### src/rtl/seq_ctrl_pkg.sv
// seq_ctrl shared definitions: state codes, opcodes and small helpers.
// The `define copies mirror the enum for the cs decoder's defines users.
`ifndef SEQ_CTRL_DEFS
`define SEQ_CTRL_DEFS
`define S_IDLE          4'd0
`define S_FETCH         4'd1
`define S_WAIT_ROM      4'd2
`define S_DECODE        4'd3
`define S_ULA_OP        4'd4
`define S_STORE_ULA_RES 4'd5
`define S_STORE_REGA    4'd6
`define S_HALT          4'd7
`define OP_NOP          4'h0
`define OP_HALT         4'hF
`endif

package seq_ctrl_pkg;

   typedef enum logic [3:0] {
      S_IDLE          = 4'd0,
      S_FETCH         = 4'd1,
      S_WAIT_ROM      = 4'd2,
      S_DECODE        = 4'd3,
      S_ULA_OP        = 4'd4,
      S_STORE_ULA_RES = 4'd5,
      S_STORE_REGA    = 4'd6,
      S_HALT          = 4'd7
   } state_t;

   localparam logic [3:0] OP_NOP  = 4'h0;
   localparam logic [3:0] OP_HALT = 4'hF;

   function automatic logic is_busy(input logic [3:0] s);
      return !((s == 4'd0) || (s == 4'd7));
   endfunction

endpackage

### src/rtl/seq_ctrl_if.sv
// Sequencer control bus: start/ROM handshake in, state and status out.
interface seq_ctrl_if;

   logic       start;
   logic [3:0] rom_data;
   logic       rom_ready;
   logic [3:0] state;
   logic [3:0] opcode;
   logic       busy;
   logic       fault;
   logic [7:0] instr_count;

   modport master (
      output start, rom_data, rom_ready,
      input  state, opcode, busy, fault, instr_count
   );

   modport slave (
      input  start, rom_data, rom_ready,
      output state, opcode, busy, fault, instr_count
   );

endinterface

### src/rtl/seq_ctrl_wait_timer.sv
// 8-bit clear/enable counter; o_tc flags the last allowed count.
module seq_ctrl_wait_timer #(
   parameter int LIMIT = 15
) (
   input  logic clk,
   input  logic rst,
   input  logic i_clr,
   input  logic i_en,
   output logic o_tc
);

   localparam logic [7:0] TC = 8'(LIMIT - 1);

   logic [7:0] r_cnt;

   always_ff @(posedge clk) begin
      if (rst || i_clr)
         r_cnt <= 8'd0;
      else if (i_en)
         r_cnt <= r_cnt + 8'd1;
   end

   assign o_tc = (r_cnt == TC);

endmodule

### src/rtl/seq_ctrl.sv
// processinho main sequencer: fetch/decode/ALU/writeback loop with
// opcode latch, ROM ready handshake, timeout fault and retire counter.
module seq_ctrl
   import seq_ctrl_pkg::*;
#(
   parameter int ROM_TIMEOUT = 15
) (
   input logic       clk,
   input logic       rst,
   seq_ctrl_if.slave bus
);

   state_t     r_state;
   state_t     w_next;
   logic [3:0] r_opcode;
   logic [7:0] r_count;
   logic       r_fault;
   logic       w_waiting;
   logic       w_tc;
   logic       w_latch;
   logic       w_retire;
   logic       w_set_fault;

   assign w_waiting = (r_state == S_WAIT_ROM);

   // Held clear outside S_WAIT_ROM, so every entry starts from zero
   seq_ctrl_wait_timer #(
      .LIMIT (ROM_TIMEOUT)
   ) u_timer (
      .clk   (clk),
      .rst   (rst),
      .i_clr (!w_waiting),
      .i_en  (w_waiting),
      .o_tc  (w_tc)
   );

   always_ff @(posedge clk) begin
      if (rst) begin
         r_state  <= S_IDLE;
         r_opcode <= 4'h0;
         r_count  <= 8'd0;
         r_fault  <= 1'b0;
      end else begin
         r_state <= w_next;
         if (w_latch)
            r_opcode <= bus.rom_data;
         if (w_retire)
            r_count <= r_count + 8'd1;
         if (w_set_fault)
            r_fault <= 1'b1;
      end
   end

   always_comb begin
      w_next      = r_state;
      w_latch     = 1'b0;
      w_retire    = 1'b0;
      w_set_fault = 1'b0;
      case (r_state)
         S_IDLE:
            if (bus.start)
               w_next = S_FETCH;
         S_FETCH:
            w_next = S_WAIT_ROM;
         S_WAIT_ROM:
            if (bus.rom_ready) begin
               w_latch = 1'b1;
               w_next  = S_DECODE;
            end else if (w_tc) begin
               w_set_fault = 1'b1;
               w_next      = S_HALT;
            end
         S_DECODE:
            if (r_opcode == OP_HALT) begin
               w_retire = 1'b1;
               w_next   = S_HALT;
            end else if (r_opcode == OP_NOP) begin
               w_retire = 1'b1;
               w_next   = S_FETCH;
            end else begin
               w_next = S_ULA_OP;
            end
         S_ULA_OP:
            w_next = S_STORE_ULA_RES;
         S_STORE_ULA_RES:
            w_next = S_STORE_REGA;
         S_STORE_REGA: begin
            w_retire = 1'b1;
            w_next   = S_FETCH;
         end
         S_HALT:
            if (bus.start && !r_fault)
               w_next = S_FETCH;
         default:
            w_next = S_IDLE;
      endcase
   end

   assign bus.state       = r_state;
   assign bus.opcode      = r_opcode;
   assign bus.busy        = is_busy(r_state);
   assign bus.fault       = r_fault;
   assign bus.instr_count = r_count;

endmodule

### src/flat_wrapper.sv
// flat-port wrapper written by rule: the top's interface ports become plain ports
module seq_ctrl_flat import seq_ctrl_pkg::*;
#(
   parameter int ROM_TIMEOUT = 15
)
  (clk, rst, bus_start, bus_rom_data, bus_rom_ready, bus_state, bus_opcode, bus_busy, bus_fault, bus_instr_count);
  seq_ctrl_if bus_i ();
  input logic clk;
  input logic rst;
  input wire logic [$bits(bus_i.start)-1:0] bus_start;
  input wire logic [$bits(bus_i.rom_data)-1:0] bus_rom_data;
  input wire logic [$bits(bus_i.rom_ready)-1:0] bus_rom_ready;
  output wire logic [$bits(bus_i.state)-1:0] bus_state;
  output wire logic [$bits(bus_i.opcode)-1:0] bus_opcode;
  output wire logic [$bits(bus_i.busy)-1:0] bus_busy;
  output wire logic [$bits(bus_i.fault)-1:0] bus_fault;
  output wire logic [$bits(bus_i.instr_count)-1:0] bus_instr_count;
  assign bus_i.start = bus_start;
  assign bus_i.rom_data = bus_rom_data;
  assign bus_i.rom_ready = bus_rom_ready;
  assign bus_state = bus_i.state;
  assign bus_opcode = bus_i.opcode;
  assign bus_busy = bus_i.busy;
  assign bus_fault = bus_i.fault;
  assign bus_instr_count = bus_i.instr_count;
  seq_ctrl #(.ROM_TIMEOUT(ROM_TIMEOUT)) u_core (.clk(clk), .rst(rst), .bus(bus_i));
endmodule
### config.mk
export PLATFORM = sky130hd
export DESIGN_NAME = seq_ctrl_flat
export DESIGN_NICKNAME = d
export VERILOG_FILES = /design/src/rtl/seq_ctrl_pkg.sv /design/src/rtl/seq_ctrl_if.sv /design/src/rtl/seq_ctrl_wait_timer.sv /design/src/rtl/seq_ctrl.sv /design/src/flat_wrapper.sv
export SDC_FILE = /design/constraint.sdc
export NUM_CORES = 1
export LEC_CHECK = 0
export ABC_CLOCK_PERIOD_IN_PS = 2200
export BUFFER_PORTS_ARGS = -buffer_cell sky130_fd_sc_hd__buf_2
export CORE_ASPECT_RATIO = 0.6
export CORE_MARGIN = 4
export CORE_UTILIZATION = 40
export CTS_CLUSTER_SIZE = 12
export DETAILED_ROUTE_END_ITERATION = 7
export GPL_ROUTABILITY_DRIVEN = 0
export PLACE_DENSITY = 0.65
export SETUP_SLACK_MARGIN = 0.3
export SLEW_MARGIN = 20
export SYNTH_ARGS = -nofsm -noshare
export SYNTH_HDL_FRONTEND = slang
export SYNTH_SLANG_ARGS = --single-unit
### constraint.sdc
create_clock -name clk -period 2.2 [get_ports clk]
set_clock_uncertainty 0.15 [all_clocks]
set_input_delay 0.22 -clock clk [delete_from_list [all_inputs] [get_ports clk]]
set_output_delay 0.22 -clock clk [all_outputs]
set_load 0.03 [all_outputs]
==> summary.txt <==
Route
  – Via count: 1,004
  – Starting DRT DRC Count: 53
  – Final ANT Viol Nets: 0
  – DRT Pass-1 Iters: 4
  – Vias per cell: 5.02
  – WL final: 2.58 mm
  – DRC: 0
  – DR WL/cell: 12.9 um

Timing
  – Fin Hold WS: 32.8 ps
  – Final number of setup-violating endpoints: 0
  – Setup TNS: 0 ps
  – Max-slew violations: 0
  – RSZ-0062 raised after global routing: no
  – Minimum clock period: 1840 ps
  – Period utilisation layout: 0.836
  – Final count of hold timing violations: 0
  – Fmax: 544 MHz

Placement
  – Number of I/O port buffers: 24
  – DPL Wire Length: 1.92 mm
  – Area after DPL: 0.00137 mm^2

Setup path
  – Startpoint types: flip-flop
  – Worst R2R Path Depth: 4
  – Cell count along the critical path: 4
  – Family with the most delay on the worst path: compound AO/OA/AOI/OAI gates
  – CP cell instances: nor4_4 -> o2111ai_4 -> a211o_1 -> mux2_4
  – Critical-path top delay cell: nor4_4
  – R2R Path End: u_core.bus.instr_count[7]
  – Crit path kind: flip-flop to flip-flop
  – Reg-to-reg setup timing slack: 360 ps
  – Crit path max fanout: 10
  – Crit. End Element: flip-flop
  – Worst Path Buf+Inv: 0
  – Crit-path max cell delay: 370 ps
  – Critical path required time: 2210 ps
  – Critical R2R Launch: u_core.bus.opcode[0]
  – Crit path from: u_core.bus.opcode[0]
  – WP data arrival: 1850 ps
  – Critical Path Sink: u_core.bus.instr_count[7]

Pwr
  – Total power: 0.917 mW
  – Peak supply drop: 311 uV
  – Pleak: 0.584 nW
  – Pwr dens: 645 mW/mm^2

Logic synthesis
  – Leading area contributor after synthesis: dfxtp_1
  – Syn Std Cell Area: 0.00122 mm^2
  – YS warnings: 0
  – Count leader, synth: dfxtp_1
  – Synth Instances: 136
  – Top-area cell type share of the netlist area: 0.393
  – Top post-synthesis cells by area: dfxtp_1 39%, nor2_1 6.1%, mux2_2 4.6%
  – Unique masters post-synth: 42
  – Synth Register Bits: 24
  – EDFF count, synth: 0
  – Post-synth top cells: 24 x dfxtp_1, 20 x nor2_1, 9 x a21oi_1, 7 x nand3_1, 6 x nor2b_1
  – Net count after synthesis: 147
  – Syn_area_per_cell: 9.00 um^2
  – Ys flop type: dfxtp_1
  – Ys async rst share: 0
  – Register area share after synthesis: 0.393

Global routing
  – Grt ovf: 0
  – Largest net degree at the start of global routing: 24
  – Initial antenna violation count: 0
  – Gr usage total: 0.134
  – Number of global-route vias before repair: 992
  – First-pass GRT wire length: 4.28 mm

Floorplan
  – # IOs: 26
  – Die outline height: 50.8 um
  – Die area: 0.00404 mm^2
  – FP Rows: 15
  – Die width: 79.4 um
  – Starting density of the core: 0.423
  – Core footprint: 0.00289 mm^2

Final layout
  – Final Cell Area: 0.00142 mm^2
  – Ant. Diodes: 0
  – Share of cells above drive strength 1: 0.291
  – Area grow syn2layout: 16.2%
  – Filler cells: 295
  – Final net count: 170

Flow run
  – Max cap viols: 0

Clock tree
  – Clock buffer depth: 2
  – CTS buffer count: 3
  – # resized after CTS: 0
  – H-Tree Depth: 1
  – CTS root buffer: clkbuf_8
  – # hold bufs at CTS: 0
  – Clock latency on the worst-skew pair: 270 ps
  – CTS tree: done
  – Clock Sinks: 24
  – Post-CTS setup buffers: 0
  – Clock transition at path regs: 80 ps

Worst hold path
  – Hold WC Path Type: primary input to flip-flop

Outcome
  – Run status: finished clean
[through the flow]
stage	utilization	worst slack [ps]	cells
3_5_place_dp	0.473	376	196
5_1_grt	0.492	301	200
3_3_place_gp	0.473	416	196
2_1_floorplan	-	352	136
6_report	0.492	361	200
4_1_cts	0.492	358	200
[report_power, final]
| part | switching (mW) | internal (mW) | total, mW |
|---|---|---|---|
| registers | 0.0260 | 0.448 | 0.474 |
| logic | 0.0913 | 0.0505 | 0.142 |
| clock network | 0.141 | 0.160 | 0.301 |
| total | 0.259 | 0.658 | 0.917 |
[layout make-up]
cell class / count / area, um^2 / share of cell area
clock buffers: 4 / 55.1 / 0.0387
inverters: 5 / 18.8 / 0.0132
multi-input cells: 100 / 682 / 0.480
flip-flops and latches: 24 / 485 / 0.342
well taps: 42 / 52.6 / 0.0370
repair buffers: 25 / 128 / 0.0898
[worst reg2reg max path, stage by stage, from the launching register on]
cell and delay [ps]:
dfxtp_2 350, nor4_4 380, o2111ai_4 230, a211o_1 340, mux2_4 290
[routing by layer]
| layer | part of all wire | vias up | GRT usage | wire length [um] |
|---|---|---|---|---|
| met5 | 0 | - | 0 | 0 |
| met4 | 0.0097 | 0 | 0.0343 | 25 |
| met3 | 0.051 | 2 | 0.0423 | 132 |
| met2 | 0.42 | 22 | 0.221 | 1080 |
| met1 | 0.52 | 466 | 0.170 | 1340 |
| li1 | - | 514 | - | - |
[layout by cell type (no fill, tap or decap), types with 5 or more instances in the layout]
master   instances
buf_2           24
nor2_1          20
dfxtp_1         20
a21oi_1          9
nand3_1          7
nor2b_1          6
inv_1            5
nand2_1          5
xor2_1           5
nand4_1          5
mux2_2           5
[cell families after synthesis]
| family | after synthesis | synth area share |
|---|---|---|
| buffers and inverters | 12 | 0.0501 |
| and+or+nand+nor | 59 | 0.260 |
| muxes | 10 | 0.0910 |
| other | 1 | 0.00306 |
| xor gates and xnor gates | 6 | 0.0429 |
| AOI/OAI and AO/OA | 21 | 0.130 |
| adders and majority gates | 3 | 0.0307 |
| DFF | 24 | 0.393 |
[registers in the layout, indices dropped and copies added, names as in the netlist]
name,flops
u_core.bus.opcode,4
u_core.bus.state,3
u_core.bus.instr_count,8
u_core.bus.fault,1
u_core.u_timer.r_cnt,8
[worst min-delay path by stage]
stage / startpoint / depth (start not counted) / endpoint / slack [ps]
6_report: bus_rom_data[2] / 3 / u_core.bus.opcode[2] / 30
5_1_grt: bus_rom_data[2] / 3 / u_core.bus.opcode[2] / 60
4_1_cts: bus_rom_data[1] / 3 / u_core.bus.opcode[1] / 40
3_5_place_dp: bus_rom_data[1] / 3 / u_core.bus.opcode[1] / 310
3_3_place_gp: u_core.bus.fault / 2 / u_core.bus.fault / 290
2_1_floorplan: bus_rom_data[0] / 2 / u_core.bus.opcode[0] / 220
Note: power is estimated with default switching activity, not from simulation.
